## src/rtl/icache_line_fill.sv

```systemverilog
// Instruction-cache line-fill engine: turns one line request into NWORDS single-word bus reads.
// Define ICACHE_FILL_CWF_EN to fetch the critical word first (the line layout does not change).
module icache_line_fill #(
  parameter int ADDR_W = 32,
  parameter int WORD_W = 32,
  parameter int LINE_W = 128
) (
  input  logic              clk_i,
  input  logic              rst_ni,
  input  logic              icache_req_i,
  input  logic [ADDR_W-1:0] icache_addr_i,
  output logic [LINE_W-1:0] icache_data_o,
  output logic              icache_ack_o,
  output logic              bus_req_o,
  output logic [ADDR_W-1:0] bus_addr_o,
  input  logic [WORD_W-1:0] bus_data_i,
  input  logic              bus_ack_i,
  output logic              busy_o
);

  localparam int NWORDS  = LINE_W / WORD_W;
  localparam int IDX_W   = $clog2(NWORDS);
  localparam int WBYTES  = WORD_W / 8;
  localparam int OFF_LSB = $clog2(WBYTES);
  localparam logic [ADDR_W-1:0] LINE_MASK = ADDR_W'(LINE_W / 8 - 1);
  localparam logic [IDX_W-1:0]  LAST_BEAT = IDX_W'(NWORDS - 1);

  typedef enum logic [1:0] {IDLE, BURST, DONE} state_e;

  state_e            state_q, state_d;
  logic [ADDR_W-1:0] base_q, base_d;
  logic [ADDR_W-1:0] bus_addr_q, bus_addr_d;
  logic [IDX_W-1:0]  start_q, start_d;
  logic [IDX_W-1:0]  cnt_q, cnt_d;
  logic [LINE_W-1:0] line_q, line_d;
  logic [LINE_W-1:0] data_q, data_d;
  logic              bus_req_q, bus_req_d;
  logic              ack_q, ack_d;
  logic              abort_q, abort_d;
  logic              abort_now;
  logic [IDX_W-1:0]  slot;

  function automatic logic [ADDR_W-1:0] beatAddr(input logic [ADDR_W-1:0] base,
                                                 input logic [IDX_W-1:0]  idx);
    return base + ADDR_W'(idx) * ADDR_W'(WBYTES);
  endfunction

  // A dropped request during a burst latches the abort; the word slot comes from the held address.
  assign abort_now = abort_q | ~icache_req_i;
  assign slot      = bus_addr_q[OFF_LSB +: IDX_W];

  always_comb begin
    state_d    = state_q;
    base_d     = base_q;
    start_d    = start_q;
    cnt_d      = cnt_q;
    line_d     = line_q;
    data_d     = data_q;
    bus_req_d  = bus_req_q;
    bus_addr_d = bus_addr_q;
    ack_d      = 1'b0;
    abort_d    = abort_q;

    case (state_q)
      IDLE: begin
        if (icache_req_i) begin
          base_d = icache_addr_i & ~LINE_MASK;
`ifdef ICACHE_FILL_CWF_EN
          start_d = icache_addr_i[OFF_LSB +: IDX_W];
`else
          start_d = '0;
`endif
          cnt_d      = '0;
          abort_d    = 1'b0;
          bus_req_d  = 1'b1;
          bus_addr_d = beatAddr(base_d, start_d);
          state_d    = BURST;
        end
      end
      BURST: begin
        abort_d = abort_now;
        if (bus_req_q) begin
          if (bus_ack_i) begin
            line_d[int'(slot) * WORD_W +: WORD_W] = bus_data_i;
            cnt_d     = cnt_q + 1'b1;
            bus_req_d = 1'b0;
            if (abort_now) begin
              state_d = IDLE;
            end else if (cnt_q == LAST_BEAT) begin
              data_d  = line_d;
              ack_d   = 1'b1;
              state_d = DONE;
            end else begin
              bus_addr_d = beatAddr(base_q, start_q + cnt_d);
            end
          end
        end else if (abort_now) begin
          state_d = IDLE;
        end else begin
          bus_req_d = 1'b1;
        end
      end
      DONE: begin
        state_d = IDLE;
      end
      default: begin
        state_d = IDLE;
      end
    endcase
  end

  always_ff @(posedge clk_i or negedge rst_ni) begin
    if (!rst_ni) begin
      state_q    <= IDLE;
      base_q     <= '0;
      start_q    <= '0;
      cnt_q      <= '0;
      line_q     <= '0;
      data_q     <= '0;
      bus_req_q  <= 1'b0;
      bus_addr_q <= '0;
      ack_q      <= 1'b0;
      abort_q    <= 1'b0;
    end else begin
      state_q    <= state_d;
      base_q     <= base_d;
      start_q    <= start_d;
      cnt_q      <= cnt_d;
      line_q     <= line_d;
      data_q     <= data_d;
      bus_req_q  <= bus_req_d;
      bus_addr_q <= bus_addr_d;
      ack_q      <= ack_d;
      abort_q    <= abort_d;
    end
  end

  assign icache_data_o = data_q;
  assign icache_ack_o  = ack_q;
  assign bus_req_o     = bus_req_q;
  assign bus_addr_o    = bus_addr_q;
  assign busy_o        = (state_q != IDLE);

endmodule

```

## config.mk

```make
export PLATFORM = sky130hd
export DESIGN_NAME = icache_line_fill
export DESIGN_NICKNAME = d
export VERILOG_FILES = /design/src/rtl/icache_line_fill.sv
export SDC_FILE = /design/constraint.sdc
export NUM_CORES = 1
export LEC_CHECK = 0
export ABC_AREA = 0
export CAP_MARGIN = 25
export CORE_UTILIZATION = 40
export DETAILED_ROUTE_END_ITERATION = 12
export PLACE_DENSITY_LB_ADDON = 0.2
export RECOVER_POWER = 25
export SLEW_MARGIN = 0
export SYNTH_ARGS = -nofsm -noshare
export SYNTH_HDL_FRONTEND = slang
export SYNTH_SLANG_ARGS = --single-unit
export TNS_END_PERCENT = 20
```

## constraint.sdc

```tcl
create_clock -name clk_i -period 3.6 [get_ports clk_i]
set_input_delay 0.72 -clock clk_i [delete_from_list [all_inputs] [get_ports clk_i]]
set_output_delay 0.72 -clock clk_i [all_outputs]
set_load 0.01 [all_outputs]
```

==> impl_results.md, run 1 <==
* Status: finished, violations left
* Failing checks: max-capacitance violations, max-slew violations
* Crit path DAT at 3.33 ns
* Period minus WS final at 2.895 ns
* Initial DRC Count at 520
* Final wirelength at 35990 µm
* Nature of the critical path startpoint: flip-flop
* Post-synth top area share at 0.5725
* DR WL met2 at 16300 µm
* TritonCTS clock tree: done
* Most area-consuming cells after synthesis: dfrtp_1 (57%), mux2_2 (16%), a22o_1 (13%)
* Die outline height at 189.3 µm
* Fin crit share at 0.8041
* Post-Syn Instances at 1017
* Final hold viol count at 0
* Die area at 0.03583 mm²
* First-pass DRT Iterations at 5
* Met3 WL at 2210 µm
* Dpl hpwl at 22680 µm
* Metal-1 WL at 16700 µm
* Clock tree sinks at 321
* DRC at 0
* Max_cap viols at 1
* Final setup fails at 0
* Starting Density at 0.4062
* Clock root buffer master: clkbuf_16
* Delay of the slowest critical-path stage at 0.74 ns
* Global route overflow at 0
* Area grow syn2layout at 26.63%
* Worst setup path end: line_q[118]$_DFFE_PN0P_
* Final std cells w/o fill at 1671
* Crit. End Element: flip-flop
* Hold path cells at 1
* Largest net degree at the start of global routing at 92
* Average wire per standard cell at 21.54 µm
* Post-synth EDFFs at 0
* Fill cells at 3022
* Main synth FF type: dfrtp_1
* CTS Hold Buffers Added at 0
* Post-CTS Repair Setup Buffers at 0
* Reg2reg setup slack at 0.71 ns
* RSZ-0062 raised after global routing: false
* DRT antenna net count at 0
* Pre-CTS setup slack at 0.7137 ns
* CP max stage cell: and4bb_2
* Commonest non-fill, non-tap cells in the layout: dfrtp_1 (321), clkdlybuf4s50_1 (223), a22o_1 (214), mux2_2 (201), nor2b_1 (38)
* LEAKAGE at 8.412 nW
* Slew margin rel. at -0.7123
* Final Skew at 0.01709 ns
* Vias in the first global route at 9556
* Max FO, Critical Path at 19
* Layout cells sized above 1 at 0.2527
* Post-synth top area cell: dfrtp_1
* Number of synthesized register bits at 321
* Power per Cell Area at 668.1 mW/mm²
* Ys Warns at 0
* Final Worst Setup Slack at 0.7054 ns
* Ys async rst share at 1.000
* H-tree depth at 2
* Synth Area per Inst at 13.80 µm²
* Vias after detailed routing at 9264
* CTS buffer count at 36
* Crit. Startpoint: bus_addr_o[2]$_DFFE_PN0P_
* First-pass GRT wire length at 57240 µm
* Req. time, crit path at 4.04 ns
* Mapped cell area at 0.01403 mm²
* F_max at 345.5 MHz
* Clk Latency, worst-skew pair at 0.51 ns
* Vias/cell at 5.544
* Reg-to-Reg End: line_q[118]$_DFFE_PN0P_
* Initial antenna violation count at 0
* Die Span X at 189.3 µm
* Clock buffer depth at 3
* Max-slew violation count at 88
* Reg2reg start: bus_addr_o[2]$_DFFE_PN0P_
* Max layer used: met4
* Seq/Total Area, Yosys at 0.5725
* Final core utilization at 0.5143
* Setup Crit Path Kind: flip-flop to flip-flop
* Clk pin slew, worst setup/hold paths at 0.06 ns
* Port bufs at 224
* Setup TNS at 0 ns
* Max rail drop VDD at 427.0 µV
* RD Place Congestion at 0.7345
* Placed Cells at 1612
* Tightest Pin Transition at 2.568 ns
* R2R depth at 6
* Row count at 68
* Crit path cell chain: inv_1 > ha_1 > and4bb_2 > and2_1 > buf_4 > a22o_1
* Commonest non-fill, non-tap cell in the layout: dfrtp_1
* Hold Path Class: flip-flop to flip-flop
* Cts repair resizes at 0
* Yosys cell types at 37
* Layout net count at 1269
* GRT Overall Usage at 0.2042
* IO Pins at 231
* Core area at 0.03454 mm²
area by class of cell:
cell class	count	area, µm²	area share
timing repair buffer	261	2640	0.1486
sequential	321	8033	0.4521
tap	455	569.3	0.03204
antenna	1	2.502	0.0001409
clock buffer	51	1039	0.05846
inverter	14	52.55	0.002958
clock inverter	7	42.54	0.002395
multi-input combinational	561	5388	0.3033
worst max-delay path: cells and delay by family (launching register included):
family,cells,cell delay (ns)
AO/OA/AOI/OAI,1,0.19
AND/OR/NAND/NOR,2,0.98
adder cells (fa/ha/maj),1,0.44
flip-flops,1,0.72
buffers and inverters,2,0.49
through the flow:
stage,power [W],hold slack [ns],cell area [µm²]
floorplan,0.007109,0.4244,14030
global placement,0.008450,0.4672,16690
detailed placement,0.008532,0.4774,16690
CTS,0.01201,0.2706,17770
global route,0.01250,0.5064,17760
finish,0.01187,0.4813,17770
where the power goes:
part	internal [W]	leakage [nW]	switching (W)
logic	0.00184	3.56	0.00178
clock network	0.00200	0.537	0.00141
registers	0.00439	4.32	0.000459
sequential cells by signal, indices dropped and copies added, names as in the netlist:
register       cells
icache_data_o    128
base_q            28
cnt_q              2
bus_addr_o        30
icache_ack_o       1
state_q            2
line_q           128
abort_q            1
bus_req_o          1
layer usage:
layer / up-vias / GRT usage
li1: 4158 / -
met1: 4780 / 0.2930
met2: 279 / 0.3118
met3: 47 / 0.04189
met4: 0 / 0.05831
met5: - / 0
worst min path at each step:
stage	slack, ns	to	startpoint
finish	0.48	icache_data_o[23]$_DFFE_PN0P_	icache_data_o[23]$_DFFE_PN0P_
floorplan	0.42	abort_q$_DFFE_PN0P_	rst_ni
global route	0.51	line_q[88]$_DFFE_PN0P_	line_q[88]$_DFFE_PN0P_
global placement	0.47	icache_data_o[22]$_DFFE_PN0P_	icache_data_o[22]$_DFFE_PN0P_
CTS	0.27	line_q[113]$_DFFE_PN0P_	rst_ni
detailed placement	0.48	icache_data_o[23]$_DFFE_PN0P_	icache_data_o[23]$_DFFE_PN0P_
cell families after synthesis:
kind of cell    after synthesis  share of synthesized area
flops                       321                     0.5725
compound gates              266                     0.1678
mux                         214                     0.1716
buf+inv                     136                    0.04878
simple gates                 73                    0.03362
fa+ha+maj                     6                   0.005351
other cells                   1                  0.0002673
cell usage after synthesis, types with 2 or more instances:
cell and number:
mux2_2 201, o21ai_0 3, a41o_1 35, clkbuf_1 30, o32ai_1 3, nor3b_1 2
nand4bb_1 2, nor4bb_1 2, buf_6 15, nand2_1 9, ha_1 6, buf_4 4
dfrtp_1 321, mux2_1 11, and4b_1 2, nor2b_1 40, mux2i_1 2, nand2b_1 2
a22o_1 214, and3_1 2, a21oi_1 3, buf_2 36, buf_1 36, nor2_1 4
and2_1 3, a32o_1 6, inv_1 13
No activity file was read; power rests on OpenSTA's default activity.
==> run 2, diff against run 1 <==
==> constraint.sdc (replaced) <==
create_clock -name clk_i -period 2.4 [get_ports clk_i]
set_input_delay 0.48 -clock clk_i [delete_from_list [all_inputs] [get_ports clk_i]]
set_output_delay 0.48 -clock clk_i [all_outputs]
set_load 0.01 [all_outputs]
==> run 2 against run 1 <==
The flow now finishes without violations. Setup slack got worse by 0.63 ns. Global-route usage increased by 0.42 points. Combinational power increased by 55%. Critical path depth decreased by 4. Hold slack improved by 0.0012 ns. Utilization increased by 0.96 points. Clock power increased by 59%. Sequential cell count unchanged. Register-to-register slack got worse by 0.55 ns. Final cell count increased by 1.2%. Routed wire length increased by 1.3%.
==> impl_results.md, run 2 (synthesis gave the netlist of run 1 again) <==
* Status: complete, no violations
* Layout cells sized above 1 at 0.2638 (+0.01108)
* Placed instance area at 0.01697 mm² (+1.6%)
* DRT antenna net count at 0 (unchanged)
* Final Skew at 0.01982 ns (+0.002735 ns)
* Clock tree sinks at 321 (unchanged)
* Power per Cell Area at 1010 mW/mm² (+51%)
* Max FO, Critical Path at 9 (-10)
* Tightest Pin Transition at 1.044 ns (-1.524 ns)
* Clk pin slew, worst setup/hold paths at 0.06 ns (about the same)
* Final std cells w/o fill at 1691 (+1.2%)
* R2R depth at 6 (unchanged)
* Inserted Diodes at 0 (-1)
* Die area at 0.03583 mm² (unchanged)
* Clock root buffer master: clkbuf_16
* Design area at 0.01810 mm² (+1.9%)
* Nature of the critical path startpoint: flip-flop
* Dpl hpwl at 23010 µm (+1.4%)
* CTS buffer count at 37 (+2.8%)
* Setup Crit Path Kind: flip-flop to output pin
* First-pass DRT Iterations at 5 (unchanged)
* Final hold viol count at 0 (unchanged)
* Die outline height at 189.3 µm (unchanged)
* Slew margin rel. at 0.3038 (+1.016)
* Clock buffer depth at 3 (unchanged)
* Reg-to-Reg End: line_q[105]$_DFFE_PN0P_
* Global route overflow at 0 (unchanged)
* H-tree depth at 2 (unchanged)
* Row count at 68 (unchanged)
* Initial antenna violation count at 0 (unchanged)
* Post-CTS Repair Setup Buffers at 0 (unchanged)
* Min-Delay Endpoint: icache_data_o[22]$_DFFE_PN0P_
* Fin crit share at 0.9697
* Final Worst Setup Slack at 0.07273 ns (-0.6327 ns)
* Core area at 0.03454 mm² (unchanged)
* Commonest non-fill, non-tap cell in the layout: dfrtp_1
* Starting Density at 0.4062 (unchanged)
* F_max at 429.7 MHz
* Vias after detailed routing at 9344 (+0.86%)
* Reg2reg start: bus_addr_o[3]$_DFFE_PN0P_
* LEAKAGE at 8.557 nW (+1.7%)
* Port bufs at 224 (unchanged)
* Commonest non-fill, non-tap cells in the layout: dfrtp_1 (321), clkdlybuf4s50_1 (223), a22o_1 (214), mux2_2 (201), clkbuf_16 (39)
* Period minus WS final at 2.327 ns
* Clk Latency, worst-skew pair at 0.52 ns (about the same)
* Largest net degree at the start of global routing at 63 (-32%)
* Vias in the first global route at 9675 (+1.2%)
* Hold Path Class: flip-flop to flip-flop
* Hold path cells at 1 (unchanged)
* First-pass GRT wire length at 58240 µm (+1.8%)
* Placed Cells at 1627 (+0.93%)
* Vias/cell at 5.526 (-0.33%)
* Pre-CTS setup slack at -0.03499 ns (-0.7487 ns)
* Min Hold Slack at 0.4825 ns (+0.001195 ns)
* IO Pins at 231 (unchanged)
* Average wire per standard cell at 21.57 µm (+0.12%)
* Initial DRC Count at 528 (+1.5%)
* Crit path DAT at 1.85 ns (-1.48 ns)
* TritonCTS clock tree: done
* Layout net count at 1286 (+1.3%)
* Max_cap viols at 0 (-1)
* GRT Overall Usage at 0.2084 (+0.004227)
* RD Place Congestion at 0.7259 (-1.2%)
* Max rail drop VDD at 793.3 µV (+86%)
* Reg2reg setup slack at 0.16 ns (-0.55 ns)
* Req. time, crit path at 1.92 ns (-2.12 ns)
* Final setup fails at 0 (unchanged)
* RSZ-0062 raised after global routing: false
* Crit. Startpoint: state_q[0]$_DFFE_PN0P_
* DRC at 0 (unchanged)
* Area grow syn2layout at 28.98%
* Die Span X at 189.3 µm (unchanged)
* Worst hold start: icache_data_o[22]$_DFFE_PN0P_
* Fill cells at 3050 (+0.93%)
* Final wirelength at 36470 µm (+1.3%)
* Crit. End Element: output pin
* Max-slew violation count at 0 (-100%)
## run 2: critical path, cell delays in order (launching register included)
cell and delay, ns:
dfrtp_1 0.49, or2_2 0.32, clkdlybuf4s50_1 0.51
## run 2: power breakdown
| group | switching [W] | internal (W) |
|---|---|---|
| clock | 0.00218 | 0.00324 |
| sequential | 0.000663 | 0.00658 |
| combinational | 0.00272 | 0.00289 |
| total | 0.00557 | 0.0127 |
## run 2: what timing repair did
| item | in CTS | in global routing |
|---|---|---|
| hold endpoints to repair | 51 | 0 |
| setup endpoints to repair | 0 | 25 |
| gates resized for setup | 0 | 1 |
| hold buffers | 1 | 0 |
## run 2: final cells by class
| class | instances | area (µm²) | area share |
|---|---|---|---|
| clock buffer | 56 | 1130 | 0.06243 |
| multi-input combinational | 561 | 5389 | 0.2978 |
| tap | 455 | 569.3 | 0.03146 |
| clock inverter | 7 | 41.29 | 0.002282 |
| inverter | 14 | 52.55 | 0.002904 |
| sequential | 321 | 8033 | 0.4439 |
| timing repair buffer | 277 | 2882 | 0.1592 |
## run 2: per-layer routing
layer	vias up	GRT usage	routed length (µm)
met3	51	0.04022	2301
li1	4192	-	-
met4	0	0.05397	649
met5	-	0	0
met2	265	0.3273	16790
met1	4836	0.2953	16730
## run 2: how the worst max path moves through the flow
stage,endpoint,cells past startpoint
2_1_floorplan,line_q[102]$_DFFE_PN0P_,9
3_5_place_dp,line_q[62]$_DFFE_PN0P_,5
4_1_cts,busy_o,2
6_report,busy_o,2
3_3_place_gp,line_q[53]$_DFFE_PN0P_,5
5_1_grt,busy_o,2
## run 2: metrics by stage
step | TNS, ns | util | power, W
2_1_floorplan | 0 | - | 0.01066
3_3_place_gp | 0 | 0.4912 | 0.01286
3_5_place_dp | -0.4705 | 0.4912 | 0.01297
4_1_cts | 0 | 0.5254 | 0.01850
5_1_grt | 0 | 0.5239 | 0.01924
6_report | 0 | 0.5239 | 0.01827
